**config.mk**
```make
export PLATFORM = sky130hd
export DESIGN_NAME = nmt_host_port_flat
export DESIGN_NICKNAME = d
export VERILOG_FILES = /design/src/rtl/nmt_host_port_if.sv /design/src/rtl/nmt_host_port.sv /design/src/flat_wrapper.sv
export SDC_FILE = /design/constraint.sdc
export NUM_CORES = 1
export LEC_CHECK = 0
export CAP_MARGIN = 20
export CORE_MARGIN = 10
export CORE_UTILIZATION = 47
export DETAILED_ROUTE_END_ITERATION = 8
export PLACE_DENSITY_LB_ADDON = 0.12
export SLEW_MARGIN = 20
export SYNTH_ARGS = -nofsm -noshare
export SYNTH_HDL_FRONTEND = slang
export SYNTH_SLANG_ARGS = --single-unit
```
**constraint.sdc**
```tcl
create_clock -name clk -period 3.4 [get_ports clk]
set_input_delay 0.51 -clock clk [delete_from_list [all_inputs] [get_ports clk]]
set_output_delay 0.51 -clock clk [all_outputs]
set_load 0.01 [all_outputs]
```
**src/rtl/nmt_host_port_if.sv**
```systemverilog
// rtl/nmt_host_port_if.sv - host request, thread claim/release and NMT device bus bundle
interface nmt_host_port_if #(
    parameter int ADDR_W = 9
);
    logic              req_valid;
    logic              req_ready;
    logic [ADDR_W-1:0] req_addr;
    logic              req_write;
    logic              claim_valid;
    logic [ADDR_W-1:0] claim_addr;
    logic              release_valid;
    logic [ADDR_W-1:0] release_addr;
    logic [ADDR_W-1:0] used_address;
    logic              read_or_write;
    logic              host_active;
    logic [ADDR_W-1:0] released_address;
    logic              freed;
    logic              context_switch;
    logic              table_full;
    logic              overflow;

    modport master (
        output req_valid, req_addr, req_write,
        output claim_valid, claim_addr, release_valid, release_addr,
        input  req_ready, used_address, read_or_write, host_active,
        input  released_address, freed, context_switch, table_full, overflow
    );

    modport slave (
        input  req_valid, req_addr, req_write,
        input  claim_valid, claim_addr, release_valid, release_addr,
        output req_ready, used_address, read_or_write, host_active,
        output released_address, freed, context_switch, table_full, overflow
    );
endinterface

```
**src/rtl/nmt_host_port.sv**
```systemverilog
// rtl/nmt_host_port.sv - host initiator into the NMT device with thread-claim table and collision context switch
module nmt_host_port #(
    parameter int ADDR_W        = 9,
    parameter int DEPTH         = 8,
    parameter int HOLD_CYCLES   = 4,
    parameter int SWITCH_CYCLES = 2
) (
    input logic            clk,
    input logic            rst_n,
    nmt_host_port_if.slave bus
);
    localparam int CNT_MAX = (HOLD_CYCLES > SWITCH_CYCLES) ? HOLD_CYCLES : SWITCH_CYCLES;
    localparam int CNT_W   = $clog2(CNT_MAX + 1);

    typedef enum logic [2:0] {IDLE, CHECK, SWITCH, ACCESS, RELEASE} state_t;

    state_t                       state_q;
    logic [CNT_W-1:0]             cnt_q;
    logic [ADDR_W-1:0]            cap_addr_q;
    logic                         cap_wr_q;
    logic                         req_ready_q;
    logic                         host_active_q;
    logic [ADDR_W-1:0]            used_address_q;
    logic                         read_or_write_q;
    logic [ADDR_W-1:0]            released_address_q;
    logic                         freed_q;
    logic                         context_switch_q;
    logic                         table_full_q;
    logic                         overflow_q;

    logic [DEPTH-1:0]             valid_q, valid_d;
    logic [DEPTH-1:0][ADDR_W-1:0] tab_addr_q, tab_addr_d;
    logic                         ovf_set;
    logic                         present;
    logic                         placed;
    logic                         hit;

    // Release is applied first so a full table can reuse the freed slot in the same cycle.
    always_comb begin
        valid_d    = valid_q;
        tab_addr_d = tab_addr_q;
        ovf_set    = 1'b0;
        present    = 1'b0;
        placed     = 1'b0;
        for (int i = 0; i < DEPTH; i++) begin
            if (bus.release_valid && valid_q[i] && tab_addr_q[i] == bus.release_addr)
                valid_d[i] = 1'b0;
            if (valid_q[i] && tab_addr_q[i] == bus.claim_addr)
                present = 1'b1;
        end
        if (bus.claim_valid && !present &&
            !(bus.release_valid && bus.release_addr == bus.claim_addr)) begin
            for (int i = 0; i < DEPTH; i++) begin
                if (!placed && !valid_d[i]) begin
                    valid_d[i]    = 1'b1;
                    tab_addr_d[i] = bus.claim_addr;
                    placed        = 1'b1;
                end
            end
            ovf_set = !placed;
        end
    end

    always_comb begin
        hit = 1'b0;
        for (int i = 0; i < DEPTH; i++)
            if (valid_q[i] && tab_addr_q[i] == cap_addr_q)
                hit = 1'b1;
    end

    always_ff @(posedge clk or negedge rst_n) begin
        if (!rst_n) begin
            valid_q      <= '0;
            tab_addr_q   <= '0;
            table_full_q <= 1'b0;
            overflow_q   <= 1'b0;
        end else begin
            valid_q      <= valid_d;
            tab_addr_q   <= tab_addr_d;
            table_full_q <= &valid_d;
            overflow_q   <= overflow_q | ovf_set;
        end
    end

    always_ff @(posedge clk or negedge rst_n) begin
        if (!rst_n) begin
            state_q            <= IDLE;
            cnt_q              <= '0;
            cap_addr_q         <= '0;
            cap_wr_q           <= 1'b0;
            req_ready_q        <= 1'b0;
            host_active_q      <= 1'b0;
            used_address_q     <= '0;
            read_or_write_q    <= 1'b0;
            released_address_q <= '0;
            freed_q            <= 1'b0;
            context_switch_q   <= 1'b0;
        end else begin
            freed_q          <= 1'b0;
            context_switch_q <= 1'b0;
            case (state_q)
                IDLE: begin
                    if (req_ready_q && bus.req_valid) begin
                        cap_addr_q  <= bus.req_addr;
                        cap_wr_q    <= bus.req_write;
                        req_ready_q <= 1'b0;
                        state_q     <= CHECK;
                    end else begin
                        req_ready_q <= 1'b1;
                    end
                end
                CHECK: begin
                    if (hit) begin
                        context_switch_q <= 1'b1;
                        cnt_q            <= CNT_W'(SWITCH_CYCLES - 1);
                        state_q          <= SWITCH;
                    end else begin
                        host_active_q   <= 1'b1;
                        used_address_q  <= cap_addr_q;
                        read_or_write_q <= cap_wr_q;
                        cnt_q           <= CNT_W'(HOLD_CYCLES - 1);
                        state_q         <= ACCESS;
                    end
                end
                // The parked thread's release does not matter here; the wait always runs to completion.
                SWITCH: begin
                    if (cnt_q == '0) begin
                        host_active_q   <= 1'b1;
                        used_address_q  <= cap_addr_q;
                        read_or_write_q <= cap_wr_q;
                        cnt_q           <= CNT_W'(HOLD_CYCLES - 1);
                        state_q         <= ACCESS;
                    end else begin
                        cnt_q <= cnt_q - 1'b1;
                    end
                end
                ACCESS: begin
                    if (cnt_q == '0) begin
                        host_active_q      <= 1'b0;
                        used_address_q     <= '0;
                        read_or_write_q    <= 1'b0;
                        freed_q            <= 1'b1;
                        released_address_q <= cap_addr_q;
                        state_q            <= RELEASE;
                    end else begin
                        cnt_q <= cnt_q - 1'b1;
                    end
                end
                RELEASE: begin
                    req_ready_q <= 1'b1;
                    state_q     <= IDLE;
                end
                default: state_q <= IDLE;
            endcase
        end
    end

    assign bus.req_ready        = req_ready_q;
    assign bus.host_active      = host_active_q;
    assign bus.used_address     = used_address_q;
    assign bus.read_or_write    = read_or_write_q;
    assign bus.released_address = released_address_q;
    assign bus.freed            = freed_q;
    assign bus.context_switch   = context_switch_q;
    assign bus.table_full       = table_full_q;
    assign bus.overflow         = overflow_q;
endmodule

```
**src/flat_wrapper.sv**
```systemverilog
// flat-port wrapper written by rule: the top's interface ports become plain ports
module nmt_host_port_flat 
#(
    parameter int ADDR_W        = 9,
    parameter int DEPTH         = 8,
    parameter int HOLD_CYCLES   = 4,
    parameter int SWITCH_CYCLES = 2
)
  (clk, rst_n, bus_req_valid, bus_req_addr, bus_req_write, bus_claim_valid, bus_claim_addr, bus_release_valid, bus_release_addr, bus_req_ready, bus_used_address, bus_read_or_write, bus_host_active, bus_released_address, bus_freed, bus_context_switch, bus_table_full, bus_overflow);
  nmt_host_port_if #(.ADDR_W(ADDR_W)) bus_i ();
  input logic clk;
  input logic rst_n;
  input wire logic [$bits(bus_i.req_valid)-1:0] bus_req_valid;
  input wire logic [$bits(bus_i.req_addr)-1:0] bus_req_addr;
  input wire logic [$bits(bus_i.req_write)-1:0] bus_req_write;
  input wire logic [$bits(bus_i.claim_valid)-1:0] bus_claim_valid;
  input wire logic [$bits(bus_i.claim_addr)-1:0] bus_claim_addr;
  input wire logic [$bits(bus_i.release_valid)-1:0] bus_release_valid;
  input wire logic [$bits(bus_i.release_addr)-1:0] bus_release_addr;
  output wire logic [$bits(bus_i.req_ready)-1:0] bus_req_ready;
  output wire logic [$bits(bus_i.used_address)-1:0] bus_used_address;
  output wire logic [$bits(bus_i.read_or_write)-1:0] bus_read_or_write;
  output wire logic [$bits(bus_i.host_active)-1:0] bus_host_active;
  output wire logic [$bits(bus_i.released_address)-1:0] bus_released_address;
  output wire logic [$bits(bus_i.freed)-1:0] bus_freed;
  output wire logic [$bits(bus_i.context_switch)-1:0] bus_context_switch;
  output wire logic [$bits(bus_i.table_full)-1:0] bus_table_full;
  output wire logic [$bits(bus_i.overflow)-1:0] bus_overflow;
  assign bus_i.req_valid = bus_req_valid;
  assign bus_i.req_addr = bus_req_addr;
  assign bus_i.req_write = bus_req_write;
  assign bus_i.claim_valid = bus_claim_valid;
  assign bus_i.claim_addr = bus_claim_addr;
  assign bus_i.release_valid = bus_release_valid;
  assign bus_i.release_addr = bus_release_addr;
  assign bus_req_ready = bus_i.req_ready;
  assign bus_used_address = bus_i.used_address;
  assign bus_read_or_write = bus_i.read_or_write;
  assign bus_host_active = bus_i.host_active;
  assign bus_released_address = bus_i.released_address;
  assign bus_freed = bus_i.freed;
  assign bus_context_switch = bus_i.context_switch;
  assign bus_table_full = bus_i.table_full;
  assign bus_overflow = bus_i.overflow;
  nmt_host_port #(.ADDR_W(ADDR_W), .DEPTH(DEPTH), .HOLD_CYCLES(HOLD_CYCLES), .SWITCH_CYCLES(SWITCH_CYCLES)) u_core (.clk(clk), .rst_n(rst_n), .bus(bus_i));
endmodule
```
==> results.md, run 1 <==
- Outcome: completed
- Chip height: 146.3 um
- Initial antenna violation count: 0
- Slowest stage cell, crit path: clkdlybuf4s50_1
- Worst slew margin: around 39%
- First-pass GRT wire length: 36550 um
- # clock sinks: 121
- Number of global-route vias before repair: approximately 6k
- Reg2Reg Depth: 9
- Width of the die: 146.3 um
- Ant diodes: 0
- Final Hold Viols: 0
- Reg2reg end: u_core.bus.used_address[2]$_DFFE_PN0P_
- Largest stage delay on the critical path: 0.83 ns
- Slew Limit Fails: 0
- Detail Placement HPWL: approximately 16000 um
- Synthesized flop and latch total: 121
- Starting Density: 47.54%
- CTS max path bufs: 2
- GRT Util Overall: between 20 and 25%
- Worst R2R Setup Slack: ~0.43 ns
- Setup crit end kind: flop
- Setup Skew: 0.005630 ns
- Antenna viol nets, final: 0
- Syn nets: around 720
- Sequential share of power: 39.8%
- Total grt overflow: 0
- Worst r2r src: u_core.cap_addr_q[7]$_DFFE_PN0P_
- Post-Syn Instances: roughly 680
- PostCTS Resize Cnt: 0
- Int Pwr: 0.004653 W
- Avg Synthesized Cell Area: ~11 um2
- Maximum number of pins on one net before global-route repair: 55
- Clk_lat worst skew: roughly 0.42 ns
- Gpl congestion: about 0.93
- Critical Path RT: 3.71 ns
- Sw frac: 38.10%
- # DRC: 0
- Hold WC Path Type: in2async
- DIE AREA: 21400 um2
- Max Cap Viol: 0
- Iteration-0 DRC Markers: 429
- Syn-to-layout area delta: 24.17%
- Fillers: 1358
- Comb power frac: 34.5%
- Share of cells above drive strength 1: 24.23%
- Worst-path maximum fanout: 9
- Post-CTS Setup Bufs: 0
- Clk root buf: clkbuf_16
- Most used cell, CP: buf_4
- H-tree Lvls: 4
- Fmax: 0.3356 GHz
- RSZ-0062 raised after global routing: false
- WHS: 0.1347 ns
- Routed vias/inst: ~5.7
- CTS clk-pin slew, worst paths: 0.06 ns
- Drt pass-1 iters: 5
- Worst path cell trace: clkdlybuf4s50_1 -> buf_4 -> xnor2_1 -> nand4_1 -> o31ai_1 -> buf_4 -> nor2_1 -> nand2_1 -> nor3_2 -> nand3_2 -> mux2_2
- Power share of the clock group: about a quarter
- Min Tclk post-route: ~3.0 ns
- Top cell type's share of synthesized area: 40.39%
- Port bufs: 57
- Core Util, Final: 59.03%
- Synth top area cells: dfrtp_1 40%, xor2_1 16%, mux2_2 14%, xnor2_1 10%, nor4_1 2.9%
- Yosys warnings: 0
- Yosys cell types: 39
- Mapped cell area: 7497 um2
- # setup viols final: 0
- Placeable Area: 15770 um2
- WL final: between 20000 and 25000 um
- Power Dens Cells: approximately 800 nW/um2
- I/O Pins: 58
- Sequential element share of the synthesized area: approximately 40%
- LEAKAGE: 3.941 nW
- Cts hold-fix bufs: 0
- Row cnt: 46
- Final worst-path cycle share: 87.63%
- Startpoint Class: input pin
- Kind of critical path: in2reg
- Arrival @ worst endpoint: 3.29 ns
- Worst slew pin tran: 0.9177 ns
- Total number of vias: 5676
- Mean routed wirelength per cell: 23.05 um
- Largest area contributor in the netlist: dfrtp_1
- Final #Nets: between 800 and 900
- Net load switching power: 0.002864 W
- TritonCTS clock tree: done
- Worst VDD drop: 452.4 uV
- Cts bufs inserted: 17
worst max-delay path: cells and delay by family:
| family | cells | cell delay, ns |
|---|---|---|
| buf+inv | 3 | 1.24 |
| simple gates | 5 | 1.00 |
| compound gates | 1 | 0.09 |
| mux | 1 | 0.37 |
| xor+xnor | 1 | 0.07 |
layout make-up:
type                            count  area (um2)  area share (%)
Clock buffer                       18       429.2           4.610
Clock inverter                     14       196.4           2.110
Inverter                           18       67.56          0.7258
Multi-Input combinational cell    501        4149           44.57
Sequential cell                   121        3028           32.53
Tap cell                          216       270.3           2.903
Timing Repair Buffer              112        1169           12.55
power groups by stage:
| stage | sequential, W | clock [W] | combinational (W) |
|---|---|---|---|
| after floorplan | 0.00249 | 0 | 0.00206 |
| after global placement | 0.00295 | 0 | 0.00250 |
| after detailed placement | 0.00297 | 0 | 0.00257 |
| after CTS | 0.00295 | 0.00196 | 0.00260 |
| after global routing | 0.00304 | 0.00202 | 0.00286 |
| final | 0.00299 | 0.00193 | 0.00260 |
cell usage in the layout, fill, tap and decap left out, types with 2 or more instances in the layout:
cell,instances
clkbuf_16,17
buf_4,41
nand4_1,34
buf_12,15
nor3_1,2
mux2i_1,10
o31ai_1,7
a21oi_1,3
nand3_2,2
o21ai_1,3
nor2_1,12
xor2_1,136
clkinv_4,2
dfrtp_1,121
nand3_1,10
or2_2,2
inv_1,18
o21ai_0,13
clkdlybuf4s50_1,56
mux2_2,91
bufinv_16,4
clkinv_2,2
nand2_1,29
nor4_1,34
clkinvlp_4,3
or3_1,2
nor3_2,2
nor3_4,2
nor2b_1,3
inv_6,3
xnor2_1,89
ha_1,2
worst max-delay path by stage:
stage                                             end  depth (start not counted)           startpoint  slack (ns)
finish              u_core.tab_addr_q[69]$_DFFE_PN0P_                         11  bus_release_addr[7]        0.42
global route        u_core.tab_addr_q[67]$_DFFE_PN0P_                         11  bus_release_addr[7]        0.28
CTS                 u_core.tab_addr_q[67]$_DFFE_PN0P_                         11  bus_release_addr[7]        0.45
detailed placement  u_core.tab_addr_q[67]$_DFFE_PN0P_                         11  bus_release_addr[7]     -0.0007
global placement    u_core.tab_addr_q[64]$_DFFE_PN0P_                         10  bus_release_addr[7]       0.005
floorplan           u_core.tab_addr_q[10]$_DFFE_PN0P_                         10    bus_claim_addr[5]        0.73
kinds of logic after synthesis:
family,share of synthesized area (%)
flip-flops,40.39
multiplexers,15.00
AND/OR/NAND/NOR,10.53
AO/OA/AOI/OAI,2.971
XOR/XNOR,26.29
buffers and inverters,4.356
adder cells (fa/ha/maj),0.4672
through the flow:
step / TNS (ns) / power, W / area [um2] / cells / setup WS (ns)
after floorplan: 0 / 0.004548 / 7497 / 684 / 0.7270
after global placement: 0 / 0.005445 / 8683 / 968 / 0.005479
after detailed placement: -0.001023 / 0.005539 / 8683 / 968 / -0.0006857
after CTS: 0 / 0.007512 / 9309 / 1000 / 0.4475
after global routing: 0 / 0.007931 / 9309 / 1000 / 0.2840
final: 0 / 0.007516 / 9309 / 1000 / 0.4205
state kept, by name (all words and copies together), names as in the netlist:
signal,count
u_core.cap_wr_q,1
u_core.bus.context_switch,1
u_core.tab_addr_q,72
u_core.bus.table_full,1
u_core.bus.host_active,1
u_core.cnt_q,3
u_core.bus.released_address,9
u_core.bus.used_address,9
u_core.state_q,3
u_core.bus.read_or_write,1
u_core.cap_addr_q,9
u_core.bus.freed,1
u_core.bus.overflow,1
u_core.bus.req_ready,1
u_core.valid_q,8
per-layer routing:
| metal | GRT usage, % | wire, um |
|---|---|---|
| met2 | 35.15 | 10870 |
| met1 | 28.39 | 9871 |
| met5 | 0 | 0 |
| met3 | 4.913 | 1521 |
| met4 | 8.609 | 782 |
synth_stat cells:
cell       count
or3_1          2
clkbuf_1       4
o31ai_2        1
o2bb2ai_1      1
nand3b_1       1
nand3_2        2
a211oi_1       1
nand4_1       34
buf_1          1
o21a_1         1
nor2b_1        3
nor3_1         2
o31ai_1        7
buf_4         18
mux2_2        91
a2111o_1       1
nor3_2         2
o2111ai_1      1
xor2_1       136
a21oi_1        3
nor4_1        35
nand2_1       29
o21ai_1        3
ha_1           2
mux2i_1       10
maj3_1         1
o31a_1         1
o21ba_2        1
or2_2          2
o21ai_0       13
or3_4          1
nand3_1       10
nor2_1        12
buf_2         21
xnor2_1       89
inv_1         18
dfrtp_1      121
nor3_4         2
nor4b_1        1
(Power assumes the default switching activity.)
==> run 2: changes to the inputs <==
==> constraint.sdc (replaced) <==
create_clock -name clk -period 2.5 [get_ports clk]
set_input_delay 0.375 -clock clk [delete_from_list [all_inputs] [get_ports clk]]
set_output_delay 0.375 -clock clk [all_outputs]
set_load 0.01 [all_outputs]
==> results.md, run 2 (synthesis results as in run 1) <==
- Design area: 10590 um2 (was 9309 um2)
- WL final: 25340 um (was 23050 um)
- Maximum number of pins on one net before global-route repair: 51 (was 55)
- Port bufs: 57 (unchanged)
- Outcome: completed (unchanged)
- Commonest cells after routing, fill and taps aside: 133 x xor2_1, 118 x buf_4, 116 x dfrtp_1, 91 x mux2_2, 89 x xnor2_1 (was 136 x xor2_1, 121 x dfrtp_1, 91 x mux2_2, 89 x xnor2_1, 56 x clkdlybuf4s50_1)
- First-pass GRT wire length: 38140 um (was 36550 um)
- Power share of the clock group: 23.6% (was 25.7%)
- Net load switching power: 0.004062 W (was 0.002864 W)
- Chip height: 146.3 um (unchanged)
- Int Pwr: 0.007083 W (was 0.004653 W)
- Arrival @ worst endpoint: 2.77 ns (was 3.29 ns)
- Total grt overflow: 0 (unchanged)
- TritonCTS clock tree: done (unchanged)
- Comb power frac: 45.4% (was 34.5%)
- Ant diodes: 0 (unchanged)
- Hold WC Path Type: in2async (unchanged)
- H-tree Lvls: 4 (unchanged)
- Worst path cell trace: xor2_1 -> nor4_1 -> nand4_1 -> o21ai_0 -> or3_4 -> or2_4 -> nor2b_4 -> buf_6 -> mux2_2 (was clkdlybuf4s50_1 -> buf_4 -> xnor2_1 -> nand4_1 -> o31ai_1 -> buf_4 -> nor2_1 -> nand2_1 -> nor3_2 -> nand3_2 -> mux2_2)
- Reg2Reg Depth: 9 (unchanged)
- Syn-to-layout area delta: 41.22% (was 24.17%)
- GRT Util Overall: 23.38% (was 22.01%)
- Clk root buf: clkbuf_16 (unchanged)
- Setup Skew: 0.008347 ns (was 0.005630 ns)
- DR WL met3: 1905 um (was 1521 um)
- Crit-path leading delay family: simple AND/OR/NAND/NOR gates (was buffers and inverters)
- Worst-path maximum fanout: 5 (was 9)
- DIE AREA: 21400 um2 (unchanged)
- # clock sinks: 121 (unchanged)
- Kind of critical path: reg2reg (was in2reg)
- Top reg by flops: u_core.tab_addr_q (unchanged)
- Fmax: 0.4059 GHz
- Slew Limit Fails: 0 (unchanged)
- CTS max path bufs: 2 (unchanged)
- Routed vias/inst: 5.481 (was 5.676)
- Worst R2R Setup Slack: 0.04 ns (was 0.43 ns)
- Worst slew margin: 71.77% (was 38.82%)
- Critical Path RT: 2.80 ns (was 3.71 ns)
- # DRC: 0 (unchanged)
- Area of the multi-input gates: 4292 um2 (was 4149 um2)
- Min Tclk post-route: 2.464 ns
- Width of the die: 146.3 um (unchanged)
- RSZ-0062 raised after global routing: true (was false)
- Sw frac: 36.45% (was 38.10%)
- Final #Nets: 913 (was 806)
- Dpl cells: 1050 (was 968)
- Max Cap Viol: 0 (unchanged)
- Iteration-0 DRC Markers: 502 (was 429)
- Slowest stage cell, crit path: dfrtp_1 (was clkdlybuf4s50_1)
- Most common cell after layout, fill and taps aside: xor2_1 (unchanged)
- Worst slew pin tran: 0.4225 ns (was 0.9177 ns)
- LEAKAGE: 4.706 nW (was 3.941 nW)
- Worst r2r src: u_core.tab_addr_q[44]$_DFFE_PN0P_ (was u_core.cap_addr_q[7]$_DFFE_PN0P_)
- Clk_lat worst skew: 0.42 ns (about the same)
- Fillers: 1227 (was 1358)
- Mean routed wirelength per cell: 22.89 um (was 23.05 um)
- Drt pass-1 iters: 5 (unchanged)
- Met2 WL post-DR: 11720 um (was 10870 um)
- Final Non-Filler Cells: 1107 (was 1000)
- # setup viols final: 0 (unchanged)
- Total power: 0.01115 W (was 0.007516 W)
- Register area: 3034 um2 (was 3028 um2)
- Gpl congestion: 0.9321 (was 0.9328)
- I/O Pins: 58 (unchanged)
- Setup crit end kind: flop (unchanged)
- Final setup TNS: 0 ns (unchanged)
- Starting Density: 47.54% (unchanged)
- Power Dens Cells: 1053 nW/um2 (was 807.4 nW/um2)
- Initial antenna violation count: 0 (unchanged)
- Detail Placement HPWL: 17350 um (was 15810 um)
- Worst VDD drop: 608.2 uV (was 452.4 uV)
- WP buf/inv: 1 (was 3)
- Final worst-path cycle share: 98.55%
- Total number of vias: 6067 (was 5676)
- Placeable Area: 15770 um2 (unchanged)
- Reg2reg end: u_core.tab_addr_q[0]$_DFFE_PN0P_ (was u_core.bus.used_address[2]$_DFFE_PN0P_)
- Sequential share of power: 31.0% (was 39.8%)
- Largest stage delay on the critical path: 0.48 ns (was 0.83 ns)
- Share of cells above drive strength 1: 36.25% (was 24.23%)
- Uppermost layer routed: met4 (unchanged)
- Cts bufs inserted: 17 (unchanged)
- Row cnt: 46 (unchanged)
- Placed cell area: 9412 um2 (was 8683 um2)
- Number of global-route vias before repair: 6258 (was 6074)
- Final Hold Viols: 0 (unchanged)
- DRT met1 WL: 11280 um (was 9871 um)
- Startpoint Class: flop (was input pin)
- Antenna viol nets, final: 0 (unchanged)
- Number of flip-flops under the largest register name: 72 (unchanged)
- CTS clk-pin slew, worst paths: 0.06 ns (about the same)
[run 2: cell count changes in the layout (fill, tap and decap cells not counted), sizes merged, moves of 4 or more]
cell,delta
buf,+98
clkbuf,+10
bufbuf,+7
dlymetal6s2s,+6
dlygate4sd2,+4
clkdlybuf4s50,-17
[run 2: final cells by class]
| class | instances | area share (%) |
|---|---|---|
| timing repair buffer | 219 | 21.76 |
| clock buffer | 20 | 4.219 |
| multi-input combinational | 501 | 40.53 |
| sequential | 121 | 28.66 |
| clock inverter | 12 | 1.643 |
| tap | 216 | 2.553 |
| inverter | 18 | 0.6381 |
[run 2: what timing repair did]
action	in CTS	in global routing
cloned	8	3
setup buffers	8	5
hold endpoints to repair	19	0
setup endpoints to repair	73	76
hold buffers	1	0
gates resized for setup	33	47
pin swaps	5	6
[run 2: worst max path at each step]
| stage | from | to | slack, ns | cells past startpoint |
|---|---|---|---|---|
| 3_3_place_gp | bus_claim_addr[0] | u_core.tab_addr_q[1]$_DFFE_PN0P_ | -0.75 | 12 |
| 6_report | u_core.tab_addr_q[44]$_DFFE_PN0P_ | u_core.tab_addr_q[0]$_DFFE_PN0P_ | 0.04 | 9 |
| 5_1_grt | u_core.cap_addr_q[5]$_DFFE_PN0P_ | u_core.bus.used_address[5]$_DFFE_PN0P_ | -0.04 | 10 |
| 3_5_place_dp | bus_claim_addr[0] | u_core.tab_addr_q[2]$_DFFE_PN0P_ | -0.81 | 12 |
| 2_1_floorplan | bus_claim_addr[5] | u_core.tab_addr_q[10]$_DFFE_PN0P_ | -0.02 | 10 |
| 4_1_cts | bus_release_addr[5] | u_core.tab_addr_q[56]$_DFFE_PN0P_ | -0.003 | 11 |
[run 2: routing by layer]
layer / GRT usage, % / vias to the layer above
met1: 32.33 / 3046
met4: 6.306 / 0
met2: 35.92 / 244
li1: - / 2736
met5: 0 / -
met3: 5.346 / 41
[run 2: through the flow]
step | utilization (%) | hold WS [ns] | setup WS [ns]
finish | 67.14 | 0.4258 | 0.03628
global route | 67.14 | 0.4402 | -0.04153
CTS | 65.96 | 0.4275 | -0.002606
detailed placement | 59.68 | 0.3214 | -0.8079
global placement | 59.68 | 0.3166 | -0.7489
floorplan | - | 0.07941 | -0.01882
[run 2: power groups by stage]
stage               combinational [W]  clock, W  sequential [W]
floorplan                     0.00280         0         0.00339
global placement              0.00466         0         0.00340
detailed placement            0.00474         0         0.00344
CTS                           0.00485   0.00266         0.00341
global route                  0.00545   0.00275         0.00354
finish                        0.00506   0.00263         0.00345
